===== src/rtl/fifo_wframe_if.sv =====
// Upstream frame stream into the dual-clock FIFO writer.
interface fifo_wframe_if #(
  parameter int unsigned DSIZE = 8,
  parameter int unsigned LENW  = 5
) ();
  logic             s_valid;
  logic             s_ready;
  logic [DSIZE-1:0] s_data;
  logic [LENW-1:0]  s_len;
  logic             s_last;

  // Source of frames
  modport master (
    output s_valid,
    output s_data,
    output s_len,
    output s_last,
    input  s_ready
  );

  // Frame writer
  modport slave (
    input  s_valid,
    input  s_data,
    input  s_len,
    input  s_last,
    output s_ready
  );
endinterface


===== src/rtl/fifo_wframe_writer.sv =====
// Write-domain frame producer: admits a whole frame only when the FIFO has room for it,
// discards malformed frames and keeps frame/drop statistics.
module fifo_wframe_writer #(
  parameter int unsigned ADDRSIZE = 4,
  parameter int unsigned DSIZE    = 8,
  parameter int unsigned LENW     = 5
) (
  input  logic                wclk,
  input  logic                wrst_n,
  fifo_wframe_if.slave        s_if,
  input  logic                i_wfull,
  input  logic [ADDRSIZE:0]   i_wptr,
  input  logic [ADDRSIZE:0]   i_wq2_rptr,
  output logic                o_winc,
  output logic [DSIZE-1:0]    o_wdata,
  output logic [ADDRSIZE:0]   o_free,
  output logic [15:0]         o_frame_cnt,
  output logic [15:0]         o_drop_cnt,
  output logic                o_len_err
);

  localparam logic [ADDRSIZE:0] DEPTH = {1'b1, {ADDRSIZE{1'b0}}};
  // Common width for comparing frame lengths with free-space counts
  localparam int unsigned CW = (LENW > ADDRSIZE + 1) ? LENW : ADDRSIZE + 1;

  typedef enum logic [1:0] {StIdle, StCheck, StWrite, StDrop} state_e;

  state_e             r_state;
  state_e             w_state_d;
  logic [LENW-1:0]    r_len;
  logic [LENW-1:0]    w_len_d;
  logic [LENW-1:0]    r_beat;
  logic [LENW-1:0]    w_beat_d;
  logic               r_winc;
  logic               w_winc_d;
  logic [DSIZE-1:0]   r_wdata;
  logic [DSIZE-1:0]   w_wdata_d;
  logic [ADDRSIZE:0]  r_free;
  logic [15:0]        r_frame_cnt;
  logic [15:0]        r_drop_cnt;
  logic               r_len_err;
  logic               w_len_err_d;
  logic               w_frame_inc;
  logic               w_drop_inc;
  logic               w_ready;
  logic               w_hs;
  logic               w_last_beat;
  logic               w_len_bad;

  logic [ADDRSIZE:0]  w_wbin;
  logic [ADDRSIZE:0]  w_rbin;
  logic [ADDRSIZE:0]  w_used;
  logic [ADDRSIZE:0]  w_free_d;
  logic [CW-1:0]      w_free_ext;
  logic [CW-1:0]      w_rlen_ext;
  logic [CW-1:0]      w_slen_ext;
  logic [CW-1:0]      w_depth_ext;

  function automatic logic [ADDRSIZE:0] gray2bin(input logic [ADDRSIZE:0] g);
    logic [ADDRSIZE:0] b;
    b[ADDRSIZE] = g[ADDRSIZE];
    for (int i = int'(ADDRSIZE) - 1; i >= 0; i--) begin
      b[i] = b[i+1] ^ g[i];
    end
    return b;
  endfunction

  // Free space: modulo subtraction handles pointer wrap; an in-flight write is never free
  always_comb begin
    w_wbin   = gray2bin(i_wptr);
    w_rbin   = gray2bin(i_wq2_rptr);
    w_used   = w_wbin - w_rbin;
    w_free_d = DEPTH - w_used - {{ADDRSIZE{1'b0}}, r_winc};
  end

  assign w_free_ext  = CW'(r_free);
  assign w_rlen_ext  = CW'(r_len);
  assign w_slen_ext  = CW'(s_if.s_len);
  assign w_depth_ext = CW'(DEPTH);
  assign w_len_bad   = (s_if.s_len == '0) || (w_slen_ext > w_depth_ext);
  assign w_last_beat = (r_beat == r_len - LENW'(1));
  assign w_hs        = s_if.s_valid & w_ready;

  // Frame admission FSM: next state, handshake and per-beat actions
  always_comb begin
    w_state_d   = r_state;
    w_ready     = 1'b0;
    w_len_d     = r_len;
    w_beat_d    = r_beat;
    w_winc_d    = 1'b0;
    w_wdata_d   = r_wdata;
    w_frame_inc = 1'b0;
    w_drop_inc  = 1'b0;
    w_len_err_d = 1'b0;
    case (r_state)
      StIdle: begin
        w_beat_d = '0;
        if (s_if.s_valid) begin
          w_len_d = s_if.s_len;
          if (w_len_bad) begin
            w_state_d  = StDrop;
            w_drop_inc = 1'b1;
          end else begin
            w_state_d = StCheck;
          end
        end
      end
      StCheck: begin
        if (w_free_ext >= w_rlen_ext) begin
          w_state_d = StWrite;
        end
      end
      StWrite: begin
        // wfull only guards against broken space accounting
        w_ready = ~i_wfull;
        if (w_hs) begin
          w_winc_d  = 1'b1;
          w_wdata_d = s_if.s_data;
          w_beat_d  = r_beat + LENW'(1);
          if (s_if.s_last) begin
            w_state_d = StIdle;
            if (w_last_beat) begin
              w_frame_inc = 1'b1;
            end else begin
              w_len_err_d = 1'b1;
              w_drop_inc  = 1'b1;
            end
          end else if (w_last_beat) begin
            w_state_d   = StDrop;
            w_len_err_d = 1'b1;
            w_drop_inc  = 1'b1;
          end
        end
      end
      StDrop: begin
        w_ready = 1'b1;
        if (w_hs && s_if.s_last) begin
          w_state_d = StIdle;
        end
      end
      default: begin
        w_state_d = StIdle;
      end
    endcase
  end

  // State, write port, free count and statistics registers
  always_ff @(posedge wclk) begin
    if (!wrst_n) begin
      r_state     <= StIdle;
      r_len       <= '0;
      r_beat      <= '0;
      r_winc      <= 1'b0;
      r_wdata     <= '0;
      r_free      <= '0;
      r_frame_cnt <= '0;
      r_drop_cnt  <= '0;
      r_len_err   <= 1'b0;
    end else begin
      r_state   <= w_state_d;
      r_len     <= w_len_d;
      r_beat    <= w_beat_d;
      r_winc    <= w_winc_d;
      r_wdata   <= w_wdata_d;
      r_free    <= w_free_d;
      r_len_err <= w_len_err_d;
      if (w_frame_inc && (r_frame_cnt != 16'hFFFF)) begin
        r_frame_cnt <= r_frame_cnt + 16'd1;
      end
      if (w_drop_inc && (r_drop_cnt != 16'hFFFF)) begin
        r_drop_cnt <= r_drop_cnt + 16'd1;
      end
    end
  end

  assign s_if.s_ready = w_ready;
  assign o_winc       = r_winc;
  assign o_wdata      = r_wdata;
  assign o_free       = r_free;
  assign o_frame_cnt  = r_frame_cnt;
  assign o_drop_cnt   = r_drop_cnt;
  assign o_len_err    = r_len_err;

endmodule

===== src/flat_wrapper.sv =====
// flat-port wrapper written by rule: the top's interface ports become plain ports
module fifo_wframe_writer_flat 
#(
  parameter int unsigned ADDRSIZE = 4,
  parameter int unsigned DSIZE    = 8,
  parameter int unsigned LENW     = 5
)
  (wclk, wrst_n, i_wfull, i_wptr, i_wq2_rptr, o_winc, o_wdata, o_free, o_frame_cnt, o_drop_cnt, o_len_err, s_if_s_valid, s_if_s_data, s_if_s_len, s_if_s_last, s_if_s_ready);
  fifo_wframe_if #(.DSIZE(DSIZE), .LENW(LENW)) s_if_i ();
  input  logic wclk;
  input  logic wrst_n;
  input  logic i_wfull;
  input  logic [ADDRSIZE:0] i_wptr;
  input  logic [ADDRSIZE:0] i_wq2_rptr;
  output logic o_winc;
  output logic [DSIZE-1:0] o_wdata;
  output logic [ADDRSIZE:0] o_free;
  output logic [15:0] o_frame_cnt;
  output logic [15:0] o_drop_cnt;
  output logic o_len_err;
  input wire logic [$bits(s_if_i.s_valid)-1:0] s_if_s_valid;
  input wire logic [$bits(s_if_i.s_data)-1:0] s_if_s_data;
  input wire logic [$bits(s_if_i.s_len)-1:0] s_if_s_len;
  input wire logic [$bits(s_if_i.s_last)-1:0] s_if_s_last;
  output wire logic [$bits(s_if_i.s_ready)-1:0] s_if_s_ready;
  assign s_if_i.s_valid = s_if_s_valid;
  assign s_if_i.s_data = s_if_s_data;
  assign s_if_i.s_len = s_if_s_len;
  assign s_if_i.s_last = s_if_s_last;
  assign s_if_s_ready = s_if_i.s_ready;
  fifo_wframe_writer #(.ADDRSIZE(ADDRSIZE), .DSIZE(DSIZE), .LENW(LENW)) u_core (.wclk(wclk), .wrst_n(wrst_n), .s_if(s_if_i), .i_wfull(i_wfull), .i_wptr(i_wptr), .i_wq2_rptr(i_wq2_rptr), .o_winc(o_winc), .o_wdata(o_wdata), .o_free(o_free), .o_frame_cnt(o_frame_cnt), .o_drop_cnt(o_drop_cnt), .o_len_err(o_len_err));
endmodule

===== config.mk =====
export PLATFORM = sky130hd
export DESIGN_NAME = fifo_wframe_writer_flat
export DESIGN_NICKNAME = d
export VERILOG_FILES = /design/src/rtl/fifo_wframe_if.sv /design/src/rtl/fifo_wframe_writer.sv /design/src/flat_wrapper.sv
export SDC_FILE = /design/constraint.sdc
export NUM_CORES = 1
export LEC_CHECK = 0
export CORE_MARGIN = 2
export CORE_UTILIZATION = 40
export DETAILED_ROUTE_END_ITERATION = 6
export GPL_ROUTABILITY_DRIVEN = 0
export GPL_TIMING_DRIVEN = 1
export PLACE_DENSITY = 0.67
export SYNTH_ARGS = -nofsm -noshare
export SYNTH_HDL_FRONTEND = slang
export SYNTH_SLANG_ARGS = --single-unit

===== constraint.sdc =====
create_clock -name wclk -period 9.3 [get_ports wclk]
set_input_delay 2.79 -clock wclk [delete_from_list [all_inputs] [get_ports wclk]]
set_output_delay 2.79 -clock wclk [all_outputs]
set_load 0.01 [all_outputs]

==> summary.md <==
| Metric | Value |
|---|---|
| Slowest-stage cell, CP | `clkdlybuf4s50_1` |
| Top cell type's share of synthesized area | `37.0%` |
| RR Endpoint | `u_core.o_drop_cnt[4]` |
| Die area | `~0.0087 mm2` |
| Final setup violation count | `0` |
| # port buffers | `75` |
| Synth Cell Area | `approximately 0.0032 mm2` |
| CTS clk-pin slew, worst paths | `approximately 0.060 ns` |
| Routed WL per cell | `about 13 um` |
| RR Startpoint | `u_core.r_len[0]` |
| # rows | `32` |
| Fin. Hold Viols | `0` |
| Layout cells sized above 1 | `roughly 6.7%` |
| Largest net degree at the start of global routing | `40` |
| Placed Cells incl. Taps | `538` |
| Crit start category | `primary input` |
| Chip height | `93.3 um` |
| Num CTS Buffers | `9` |
| Vias | `2897` |
| DP Area | `~0.0040 mm2` |
| FF+latch count, synth | `59` |
| EDFF count, synth | `0` |
| Synth warn | `0` |
| Clock latency on the worst-skew pair | `approximately 0.33 ns` |
| DR pass1 iterations | `4` |
| Post_cts resized | `0` |
| Multiplexer area fraction after synthesis | `~2.5%` |
| Top-count cell post-synth | `dfxtp_1` |
| Crit-path most repeated cell | `clkdlybuf4s50_1` |
| Post-Route M1 WL | `3400 um` |
| Critical Path AT | `4.01 ns` |
| Post-CTS Hold Buffers | `0` |
| Crit path time final | `6.80 ns` |
| Final core utilization | `54.3%` |
| CP endpoint kind | `primary output` |
| R2r setup slk | `between 6 and 7 ns` |
| Max Cap Viol | `0` |
| Post-Synth Adder-Cell Area | `6.98%` |
| Antenna fix cells | `0` |
| Fmax | `147 MHz` |
| Top layer in use | `met4` |
| Crit-path cells | `clkdlybuf4s50_1 -> a21oi_1 -> clkdlybuf4s50_1` |
| Final setup TNS | `0 ns` |
| CTS Root Cell | `clkbuf_8` |
| Post-synthesis compound-gate area fraction | `14.6%` |
| Simple-gate portion of the synthesized area | `26.7%` |
| Postcts setup bufs | `0` |
| Net Count, Synth | `419` |
| Count of different cell masters after synthesis | `53` |
| Peak VDD IR | `61.0 uV` |
| Synthesized-area fraction occupied by xor and xnor cells | `7.96%` |
| FFs w/ async S/R, synth | `0%` |
| Core ar. | `0.00773 mm2` |
| Gate Count Post-Synth | `375` |
| Area Overhead vs Synth | `31.4%` |
| Post-detail-place hpwl | `roughly 5200 um` |
| Initial antenna violation count | `0` |
| Commonest cells in the synthesized netlist | `59 x dfxtp_1, 50 x nand2_1, 35 x a21oi_1` |
| Pleak | `0.00147 uW` |
| Final instance area | `0.00419 mm2` |
| Clock tree buffer depth | `2` |
| Setup Crit Path Kind | `primary input to primary output` |
| WL met3 | `400 um` |
| Initial DRC count | `87` |
| Fin. max-slew vios | `0` |
| Reg2reg path depth | `9` |
| H-tree Lvls | `3` |
| CTS sink cnt | `59` |
| Avg Inst Size Synth | `8.51 um2` |
| Post-DRT Antenna Nets | `0` |
| Worst setup endpoint | `s_if_s_ready` |
| Critical path required time | `6.51 ns` |
| Cell area power density | `152 mW/mm2` |
| CTS tree | `built` |
| Vias in the first global route | `approximately 2900` |
| Post-synth top area cell | `dfxtp_1` |
| RSZ-0062 raised after global routing | `false` |
| DRC errors left | `0` |
| Worst Hold Class | `flop to flop` |
| Initial core utilization | `41.3%` |
| Fin Clk Skew | `0.00573 ns` |
| Largest family of logic cells by synthesized area | `simple AND/OR/NAND/NOR gates` |
| Via density | `5.24` |
| Worst Path Max Fanout | `4` |
| Worst slew margin | `between 20 and 30%` |
| Worst-margin pin slew | `1.09 ns` |
| Boundary Pins | `76` |
| Met2 wire len | `roughly 3500 um` |
| Final period util | `73.2%` |
| Die W | `93.3 um` |
| Ys flop type | `dfxtp_1` |
| Grt ovf | `0` |
| Final WL | `approximately 7400 um` |
| Crit. Startpoint | `i_wfull` |
| Seq/Total Area, Yosys | `37.0%` |
| GRT Util Overall | `approximately 18%` |
| Top cells by area in the synthesized netlist | `dfxtp_1 37%, nand2_1 5.9%, xnor2_1 5.8%, a21oi_1 5.5%, ha_1 5.1%` |
| Cell Count, Final, Fillers Out | `553` |
| First-pass GRT wire length | `about 13000 um` |
| Status | `complete, no violations` |
| Worst hold slack | `0.457 ns` |
| NumNets Final | `491` |
| Crit path largest cell delay | `0.56 ns` |
-- layer usage --
layer	up-vias	global-route usage, %
li1	1471	-
met5	-	0
met3	14	4.19
met1	1344	21.4
met4	0	7.72
met2	68	30.9
-- power by group --
| part | switching (uW) | internal [uW] |
|---|---|---|
| Sequential | 13.2 | 267 |
| Clock | 95.7 | 122 |
| Combinational | 69.3 | 70.5 |
| Total | 178 | 460 |
-- cell type report --
type,count,area [um2]
multi-input combinational,283,1880
clock inverter,3,40.0
timing repair buffer,78,773
sequential,59,1180
inverter,16,60.1
clock buffer,12,135
fill,725,3530
tap,102,128
-- kinds of logic after synthesis --
kind of cell,after synthesis
multiplexers,8
AND/OR/NAND/NOR,157
buffers and inverters,33
AO/OA/AOI/OAI,73
flip-flops,59
XOR/XNOR,29
adder cells (fa/ha/maj),16
-- critical path: cells and delay by family --
kind / cells / cell delay (ns)
compound gates: 1 / 0.20
buf+inv: 2 / 1.02
-- cells in the final DEF (no fill, tap or decap), drive strengths merged, types with 2 or more instances in the layout --
cell type / count
clkdlybuf4s50: 75
dfxtp: 59
nand2: 50
a21oi: 36
nor2: 26
xnor2: 21
inv: 16
nand3: 15
ha: 13
nand4: 13
clkbuf: 12
nand2b: 11
o21ai: 10
and2: 10
xor2: 8
mux2i: 8
nor4: 8
nor3: 7
o31ai: 5
or4: 5
a211oi: 4
o311ai: 3
o41ai: 3
fa: 3
buf: 3
and3: 2
nor3b: 2
and4: 2
or3: 2
clkinv: 2
-- worst min-delay path by stage --
stage,slack (ns),to,startpoint,depth (start not counted)
floorplan,0.44,u_core.r_beat[4],u_core.r_beat[4],1
global placement,0.44,u_core.o_wdata[1],u_core.o_wdata[1],2
detailed placement,0.45,u_core.o_wdata[1],u_core.o_wdata[1],2
CTS,0.46,u_core.o_wdata[1],u_core.o_wdata[1],2
global route,0.48,u_core.o_wdata[3],u_core.o_wdata[3],2
finish,0.46,u_core.o_wdata[5],u_core.o_wdata[5],2
-- registers in the layout, indices dropped and copies added, names as in the netlist --
register and count:
u_core.o_drop_cnt 16, u_core.o_frame_cnt 16, u_core.o_wdata 8, u_core.o_free 5, u_core.r_beat 5, u_core.r_len 5
u_core.r_state 2, u_core.o_len_err 1, u_core.o_winc 1
-- metrics by stage --
step / setup slack, ns / total power, uW
floorplan: 3.47 / 370
global placement: 2.51 / 420
detailed placement: 2.51 / 426
CTS: 2.50 / 647
global route: 2.44 / 674
finish: 2.50 / 638
Power figures use the tool's default switching activity.
